## src/rtl/instruction_fetch_unit_pkg.sv

```systemverilog
// Shared fetch-stage definitions: address/instruction types, boot vector and the
// record stored in the instruction queue.
package instruction_fetch_unit_pkg;

  typedef logic [31:0] word_address;
  typedef logic [31:0] instruction_word;

  localparam word_address BOOT_ADDRESS = 32'h0000_0000;
  localparam int unsigned INSTR_BYTES  = 4;

  typedef struct packed {
    instruction_word instr;
    word_address     pc;
  } fetch_entry_t;

endpackage

```

## src/rtl/instruction_fetch_unit_fetch_queue.sv

```systemverilog
// Small synchronous FIFO with registered storage; push and pop may coincide at
// any occupancy, flush empties it in one cycle.
module fetch_queue #(
  parameter int DATA_WIDTH = 32,
  parameter int DEPTH      = 3
) (
  input  logic                       i_clock,
  input  logic                       i_reset,
  input  logic                       i_push,
  input  logic [DATA_WIDTH-1:0]      i_push_data,
  input  logic                       i_pop,
  input  logic                       i_flush,
  output logic [DATA_WIDTH-1:0]      o_head_data,
  output logic [$clog2(DEPTH+1)-1:0] o_count,
  output logic                       o_full,
  output logic                       o_empty
);
  localparam int CW = $clog2(DEPTH + 1);
  localparam int PW = (DEPTH > 1) ? $clog2(DEPTH) : 1;

  logic [DATA_WIDTH-1:0] r_mem [DEPTH];
  logic [PW-1:0]         r_wr_ptr;
  logic [PW-1:0]         r_rd_ptr;
  logic [CW-1:0]         r_count;
  logic                  w_do_push;
  logic                  w_do_pop;

  function automatic logic [PW-1:0] next_ptr(input logic [PW-1:0] p);
    return (p == PW'(DEPTH - 1)) ? '0 : p + PW'(1);
  endfunction

  assign o_empty     = (r_count == '0);
  assign o_full      = (r_count == CW'(DEPTH));
  assign o_count     = r_count;
  assign o_head_data = r_mem[r_rd_ptr];

  // A pop frees the head slot, so a push into a full queue is legal alongside it.
  assign w_do_pop  = i_pop && !o_empty;
  assign w_do_push = i_push && (!o_full || w_do_pop);

  always_ff @(posedge i_clock) begin
    if (i_reset || i_flush) begin
      r_wr_ptr <= '0;
      r_rd_ptr <= '0;
      r_count  <= '0;
    end else begin
      if (w_do_push) r_wr_ptr <= next_ptr(r_wr_ptr);
      if (w_do_pop)  r_rd_ptr <= next_ptr(r_rd_ptr);
      case ({w_do_push, w_do_pop})
        2'b10:   r_count <= r_count + CW'(1);
        2'b01:   r_count <= r_count - CW'(1);
        default: r_count <= r_count;
      endcase
    end
  end

  always_ff @(posedge i_clock) begin
    if (w_do_push) r_mem[r_wr_ptr] <= i_push_data;
  end

endmodule

```

## src/rtl/instruction_fetch_unit.sv

```systemverilog
// Fetch stage: issues in-order instruction memory requests from the PC, tags them,
// queues returned words for decode and steers the PC (step or redirect).
module instruction_fetch_unit
  import instruction_fetch_unit_pkg::*;
#(
  parameter int QUEUE_DEPTH = 3
) (
  input  logic            clock,
  input  logic            reset,
  input  word_address     fetch_addr,
  output logic            pc_write_back,
  output logic            pc_jump,
  output word_address     pc_jump_loc,
  input  logic            redirect_valid,
  input  word_address     redirect_addr,
  output logic            imem_req,
  output word_address     imem_addr,
  input  logic            imem_ready,
  input  logic            imem_rvalid,
  input  instruction_word imem_rdata,
  output logic            if_valid,
  output instruction_word if_instr,
  output word_address     if_pc,
  input  logic            if_ready
);
  localparam int CW = $clog2(QUEUE_DEPTH + 1);

  logic [CW-1:0]   r_outstanding;
  logic [CW-1:0]   r_drop_count;
  logic [CW-1:0]   w_q_count;
  logic [CW-1:0]   w_tag_count;
  logic [CW+1:0]   w_inflight;
  logic            w_issue;
  logic            w_drop_rsp;
  logic            w_rsp_live;
  logic            w_accept_rsp;
  logic            w_q_full;
  logic            w_q_empty;
  logic            w_tag_full;
  logic            w_tag_empty;
  word_address     w_tag_head;
  fetch_entry_t    w_q_in;
  fetch_entry_t    w_q_head;

  // Every slot a response could land in is reserved up front: queued, in flight, or to be dropped.
  assign w_inflight = {2'b00, r_outstanding} + {2'b00, w_q_count} + {2'b00, r_drop_count};

  assign imem_req      = !reset && !redirect_valid && (w_inflight < (CW+2)'(QUEUE_DEPTH));
  assign imem_addr     = fetch_addr;
  assign w_issue       = imem_req && imem_ready;
  assign pc_jump       = !reset && redirect_valid;
  assign pc_write_back = w_issue || pc_jump;
  assign pc_jump_loc   = pc_jump ? redirect_addr : '0;

  assign w_drop_rsp   = imem_rvalid && (r_drop_count != '0);
  assign w_rsp_live   = imem_rvalid && !w_drop_rsp;
  assign w_accept_rsp = w_rsp_live && !redirect_valid;

  always_ff @(posedge clock) begin
    if (reset) begin
      r_outstanding <= '0;
      r_drop_count  <= '0;
    end else if (redirect_valid) begin
      r_outstanding <= '0;
      r_drop_count  <= r_drop_count + r_outstanding - CW'(imem_rvalid);
    end else begin
      r_outstanding <= r_outstanding + CW'(w_issue) - CW'(w_rsp_live);
      if (w_drop_rsp) r_drop_count <= r_drop_count - CW'(1);
    end
  end

  // Tags survive redirects so that stale responses still retire their own entry.
  fetch_queue #(
    .DATA_WIDTH ($bits(word_address)),
    .DEPTH      (QUEUE_DEPTH)
  ) u_tag_fifo (
    .i_clock     (clock),
    .i_reset     (reset),
    .i_push      (w_issue),
    .i_push_data (fetch_addr),
    .i_pop       (imem_rvalid),
    .i_flush     (1'b0),
    .o_head_data (w_tag_head),
    .o_count     (w_tag_count),
    .o_full      (w_tag_full),
    .o_empty     (w_tag_empty)
  );

  assign w_q_in = '{instr: imem_rdata, pc: w_tag_head};

  fetch_queue #(
    .DATA_WIDTH ($bits(fetch_entry_t)),
    .DEPTH      (QUEUE_DEPTH)
  ) u_instr_queue (
    .i_clock     (clock),
    .i_reset     (reset),
    .i_push      (w_accept_rsp),
    .i_push_data (w_q_in),
    .i_pop       (if_ready),
    .i_flush     (redirect_valid),
    .o_head_data (w_q_head),
    .o_count     (w_q_count),
    .o_full      (w_q_full),
    .o_empty     (w_q_empty)
  );

  assign if_valid = !w_q_empty;
  assign if_instr = w_q_head.instr;
  assign if_pc    = w_q_head.pc;

  a_rsp_expected: assert property (@(posedge clock) disable iff (reset)
    imem_rvalid |-> ((r_outstanding != '0) || (r_drop_count != '0)) && !w_tag_empty);
  a_tag_tracks: assert property (@(posedge clock) disable iff (reset)
    ({1'b0, w_tag_count} == ({1'b0, r_outstanding} + {1'b0, r_drop_count})));
  a_no_tag_overflow: assert property (@(posedge clock) disable iff (reset)
    w_issue |-> !w_tag_full);
  a_no_queue_overflow: assert property (@(posedge clock) disable iff (reset)
    w_accept_rsp |-> (!w_q_full || if_ready));

endmodule

```

## config.mk

```make
export PLATFORM = sky130hd
export DESIGN_NAME = instruction_fetch_unit
export DESIGN_NICKNAME = d
export VERILOG_FILES = /design/src/rtl/instruction_fetch_unit_pkg.sv /design/src/rtl/instruction_fetch_unit_fetch_queue.sv /design/src/rtl/instruction_fetch_unit.sv
export SDC_FILE = /design/constraint.sdc
export NUM_CORES = 1
export LEC_CHECK = 0
export BUFFER_PORTS_ARGS = -buffer_cell sky130_fd_sc_hd__buf_2
export CORE_ASPECT_RATIO = 1.4
export CORE_UTILIZATION = 37
export DETAILED_ROUTE_END_ITERATION = 7
export GPL_TIMING_DRIVEN = 0
export PLACE_DENSITY = 0.65
export SYNTH_ARGS = -nofsm -noshare
export SYNTH_HDL_FRONTEND = slang
export SYNTH_SLANG_ARGS = --single-unit
```

## constraint.sdc

```tcl
create_clock -name clock -period 6.75 [get_ports clock]
set_input_delay 1.0125 -clock clock [delete_from_list [all_inputs] [get_ports clock]]
set_output_delay 1.0125 -clock clock [all_outputs]
set_load 0.05 [all_outputs]
```

---- After elaboration in Yosys (flattened, before gate mapping) ----
Memory sizes are Yosys's and may differ from the RTL's. A register that Yosys moved wholly into a read port is not among the register bits.
Index checks and enable logic that the tools add are counted.
storage, ports and cells
  bits in writable memories ............... 288
  logic and storage cells ................. 82
  bits in registers ....................... 16
  memories kept ........................... 2
  output and inout bits ................... 132
  input port bits ......................... 102
memories
  name                 depth  width  read ports  clocked after Yosys merged registers in  wr ports  RTL line                                  RTL
  u_instr_queue.r_mem  3      64     1           1                                        1         instruction_fetch_unit_fetch_queue.sv:21  logic [DATA_WIDTH-1:0] r_mem [DEPTH];
  u_tag_fifo.r_mem     3      32     1           1                                        1         instruction_fetch_unit_fetch_queue.sv:21
cells by class
  equality and inequality tests ........... 10
  add/subtract/negate cells ............... 15
  magnitude comparators ................... 1
  reductions and logical operators ........ 29
  multiplexer cells ....................... 17
operators by type and width
  kind                   number
  $mux W32               1
  $mux W2                10
  $eq A2 B2 Y1 const B   8
  $add A2 B1 Y2 const B  6
  $logic_and A1 B1 Y1    11
  $pmux W2 S2            2
  $reduce_bool A2 Y1     4
  $logic_not A1 Y1       7
  $sub A2 B1 Y2 const B  3
  $add A3 B2 Y4          1
  $eq A2 B1 Y1 const B   2
  $logic_not A2 Y1       2
  $logic_or A1 B1 Y1     4
  $lt A4 B2 Y1 const B   1
  $mux W1                4
  $sub A2 B1 Y2          2
  $add A2 B2 Y3          1
  $add A2 B1 Y2          1
  $add A2 B2 Y2          1
  $reduce_or A2 Y1       1

---- Longest topological paths before layout ----
  depth in word-level cells ............... 8
  mapped depth ............................ 12
  depth with buffers taken out ............ 12

---- Cells and area by module ----
A second synthesis with hierarchy kept.
unflattened totals
  cell total of the unflattened synthesis .. 797
  area, all modules ....................... 12169.2 µm²
modules (own cells, without submodules)
  module                        seq. area each (µm²)  instances  area each (µm²)  cells an instance
  fetch_queue at u_instr_queue  5925.7                1          7415.9           443
  fetch_queue at u_tag_fifo     3042.9                1          3882.5           241
  instruction_fetch_unit        80.1                  1          870.8            113

---- Worst setup path after synthesis ----
No wires, ideal clock.
  path kind ............................... input to register
  start point ............................. input port if_ready
  end point ............................... memory u_instr_queue.r_mem[2][0] (netlist name) (enable)
  setup time .............................. 578 ps
  path buffers ............................ 0
  stages .................................. 3
  setup slack ............................. -29 ps
  arrival ................................. 6201 ps
  required time ........................... 6172 ps
  path through ............................ and3b_1 -> or2_0 -> nor3b_1
between the ends
  word-level cells in the longest chain between the ends .. 5
ends and longest elaborated chain
  what                           RTL line                                  RTL
  from (decl)                    instruction_fetch_unit.sv:24              input logic if_ready
  $logic_and A1 B1 Y1            instruction_fetch_unit_fetch_queue.sv:38  assign w_do_pop = i_pop && !o_empty;
  $logic_or A1 B1 Y1             instruction_fetch_unit_fetch_queue.sv:39  assign w_do_push = i_push && (!o_full || w_do_pop);
  $logic_and A1 B1 Y1            instruction_fetch_unit_fetch_queue.sv:39
  $mux W1                        instruction_fetch_unit_fetch_queue.sv:58  if (w_do_push) r_mem[r_wr_ptr] <= i_push_data;
  $mux W1 (not written as such)  instruction_fetch_unit_fetch_queue.sv:58
  to (decl)                      instruction_fetch_unit_fetch_queue.sv:21
Every way passes these cells.

---- Final worst setup path ----
  start point ............................. register r_outstanding[1]
  end point ............................... output port pc_write_back
between the ends
  word-level cells in the longest chain between the ends .. 6
ends and longest elaborated chain
  what                    RTL line                      RTL
  from (decl)             instruction_fetch_unit.sv:28  logic [CW-1:0] r_outstanding;
  from (signal assigned)  instruction_fetch_unit.sv:67  r_outstanding <= r_outstanding + CW'(w_issue) - CW'(w_rsp_live);
  $add A2 B2 Y3           instruction_fetch_unit.sv:46  assign w_inflight = {2'b00, r_outstanding} + {2'b00, w_q_count} + {2'b00, r_drop_count};
  $add A3 B2 Y4           instruction_fetch_unit.sv:46
  $lt A4 B2 Y1            instruction_fetch_unit.sv:48  assign imem_req = !reset && !redirect_valid && (w_inflight < (CW+2)'(QUEUE_DEPTH));
  $logic_and A1 B1 Y1     instruction_fetch_unit.sv:48
  $logic_and A1 B1 Y1     instruction_fetch_unit.sv:50  assign w_issue = imem_req && imem_ready;
  $logic_or A1 B1 Y1      instruction_fetch_unit.sv:52  assign pc_write_back = w_issue || pc_jump;
  to (decl)               instruction_fetch_unit.sv:11  output logic pc_write_back,
Every way passes these cells.

==> out/results.txt <==
status - finished clean
crit path cell chain - inv_1 > fa_1 > inv_1 > ha_1 > nor4b_4 > nand3_1 > o21ai_0 > buf_2
layout filler cell count - 2,822
post-synthesis adder-cell area fraction - 0.0126
largest family of logic cells by synthesized area - multiplexers
DRC - 0
Psw - 0.00106 W
post-place setup slack - 3.25 ns
slowest cell on the critical path - fa_1
delay-heaviest family, CP - adder cells
largest cells by area after synthesis - edfxtp_1 (71%), mux2i_1 (8.1%), o21ai_0 (4.2%)
fraction of synthesized cell area in xor and xnor cells - 0.00650
worst slew pin tran - 0.934 ns
Overflow after GRT - 0
floorplan core area - 32,300 um^2
total track usage - 0.143
register area share after synthesis - 0.747
Syn Nets - 903
Antenna Nets Post-Route - 0
top cell type's share of synthesized area - 0.714
DR WL/cell - 15.7 um
Critical Path AT - 2.65 ns
Final Slew Violations - 0
post-layout util - 0.464
Fmax achieved - 0.273 GHz
die area - 33,500 um^2
Post-synth EDFFs - 288
vias per cell - 4.56
vias in the first global route - 6,863
CP peak stage delay - 0.53 ns
synth unique cells - 36
most used cell, CP - inv_1
clock transition at the registers of the reported paths - 0.06 ns
Via Count - 6,989
clock share of power - 0.352
Int Pwr - 0.00316 W
Post-DP HPWL - 17,100 um
setup bufs post-CTS - 0
compound-gate portion of the synthesized area - 0.0498
initial core utilization - 0.375
largest net degree at the start of global routing - 34
first-pass GRT wire length - 36,800 um
Synth Instances - 790
Die Span X - 155 um
Simple-Gate Fraction of Synth Area - 0.0660
CTS H-tree depth - 1
post-cts resize count - 0
setup slack, reg-to-reg - 3.80 ns
max-cap check violation count - 0
number of CTS-inserted buffers - 28
Power per Cell Area - 282 nW/um^2
cell count after placement - 1,483
crit end category - primary output
Mapped Area - 12,100 um^2
DIE HEIGHT - 216 um
fin worst setup slack - 3.09 ns
switch share - 0.251
setup total negative slack - 0 ns
IO Pins - 234
initial antenna violation count - 0
Worst EP required - 5.74 ns
flops & latches, synth - 308
RSZ-0062 raised after global routing - no
mux cell area share after synthesis - 0.0822
IO Port Bufs - 233
hold slack - 0.488 ns
Detailed Route Iter0 Violations - 225
Final Setup Violations - 0
CTS root buffer - clkbuf_16
Reg area - 9050 um^2
area of the multi-input gates - 2660 um^2
Worst Skew - 0.0239 ns
Peak VDD IR - 140 uV
clock sink total - 308
Max Buffers Root-to-Sink - 3
synth-to-layout area growth - 23.7%
Skew-Pair Late Insertion Delay - 0.55 ns
Synth warnings - 0
TritonCTS clock tree - built
Final Wtd Congestion - 0.785
first drt pass iteration count - 6
Slew Limit Headroom - 0.375
endpoints failing hold - 0
drt total wl - 24,100 um
post-synthesis async set-or-reset flop share - 0
Worst setup SP type - register
Sequential Power Share - 0.521
Core Rows - 78
n_diodes - 0
fraction of final layout cells sized beyond drive strength 1 - 0.322
Gate power share - 0.127
syn avg cell area - 15.3 um^2
Hold/Removal Path Class - reg2reg
hold bufs inserted after CTS - 0
final period utilization - 0.543
crit path kind - reg2out
crit-path max FO - 3
Buf/Inv on CP - 3
min Tclk post-route - 3.66 ns
cell taking the most area after synthesis - edfxtp_1
final std cells w/o fill - 1,533
Final Net Count - 1,186
Pleak - 5.26 nW
Main synth FF type - edfxtp_1
power groups by stage:
stage / registers (W) / logic, W / clock network [W]
floorplan: 0.00224 / 0.000379 / 0
global placement: 0.00224 / 0.000523 / 0
detailed placement: 0.00224 / 0.000545 / 0
CTS: 0.00220 / 0.000546 / 0.00153
global route: 0.00220 / 0.000578 / 0.00160
finish: 0.00220 / 0.000537 / 0.00148
Yosys cell counts, drive strengths merged, types with 3 or more instances:
cell type,count
xnor2,7
nor2,8
buf,46
or3,4
clkbuf,23
inv,12
nor3b,3
mux2i,98
a21oi,7
dfxtp,20
nand2,104
or2,3
o21ai,102
ha,9
and2,34
edfxtp,288
kinds of logic (layout without fill, tap and decap cells):
group,after synthesis,in the layout
flip-flops,308,308
XOR/XNOR,9,9
AO/OA/AOI/OAI,114,114
multiplexers,99,99
AND/OR/NAND/NOR,168,168
buffers and inverters,81,384
adder cells (fa/ha/maj),11,11
worst paths after layout:
check | end | cells past startpoint | start
setup / recovery | pc_write_back | 8 | r_outstanding[1]
hold / removal | register | 2 | u_instr_queue.r_rd_ptr[1]
setup reg to reg | u_tag_fifo.r_mem[0][5] | 9 | r_outstanding[1]
hold reg to reg | register | 2 | u_instr_queue.r_rd_ptr[1]
sequential cells by signal, indices dropped and copies added, names as in the netlist, named ones only:
| signal | count |
|---|---|
| u_instr_queue.r_rd_ptr | 2 |
| u_instr_queue.r_wr_ptr | 2 |
| u_tag_fifo.r_rd_ptr | 2 |
| u_tag_fifo.r_mem | 96 |
| r_drop_count | 2 |
| u_instr_queue.r_mem | 192 |
| u_tag_fifo.o_count | 2 |
| r_outstanding | 2 |
| u_instr_queue.o_count | 2 |
| u_tag_fifo.r_wr_ptr | 2 |
cell type report:
class / instances / share of cell area
clock inverter: 17 / 0.00818
clock buffer: 33 / 0.0494
inverter: 12 / 0.00317
tap: 440 / 0.0367
sequential: 308 / 0.604
buffer: 69 / 0.0265
timing repair buffer: 253 / 0.0950
multi-input combinational: 401 / 0.177
layer usage:
| layer | up-vias | share of wire | track usage |
|---|---|---|---|
| li1 | 3434 | - | - |
| met1 | 3312 | 0.39 | 0.160 |
| met2 | 202 | 0.54 | 0.274 |
| met3 | 41 | 0.042 | 0.0168 |
| met4 | 0 | 0.027 | 0.0545 |
| met5 | - | 0 | 0 |
per-stage QoR:
step / power (W) / instance area [um^2]
finish: 0.00422 / 15000
global route: 0.00438 / 15000
CTS: 0.00427 / 15000
detailed placement: 0.00278 / 14100
global placement: 0.00277 / 13800
floorplan: 0.00262 / 12100
tightest hold or removal path, delay by kind of cell (launching register included):
| kind | cells | cell delay, ns |
|---|---|---|
| compound gates | 1 | 0.06 |
| flops | 1 | 0.32 |
| simple gates | 1 | 0.06 |
layout by cell type, fill, tap and decap left out, drive strengths merged, types with 3 or more instances in the layout:
cell,count
buf,299
edfxtp,288
nand2,104
o21ai,102
mux2i,98
clkbuf,56
and2,34
dfxtp,20
inv,14
clkinv,11
ha,9
nor2,8
a21oi,7
xnor2,7
or3,4
nor3b,3
clkinvlp,3
or2,3
No activity file was read; power rests on OpenSTA's default activity.
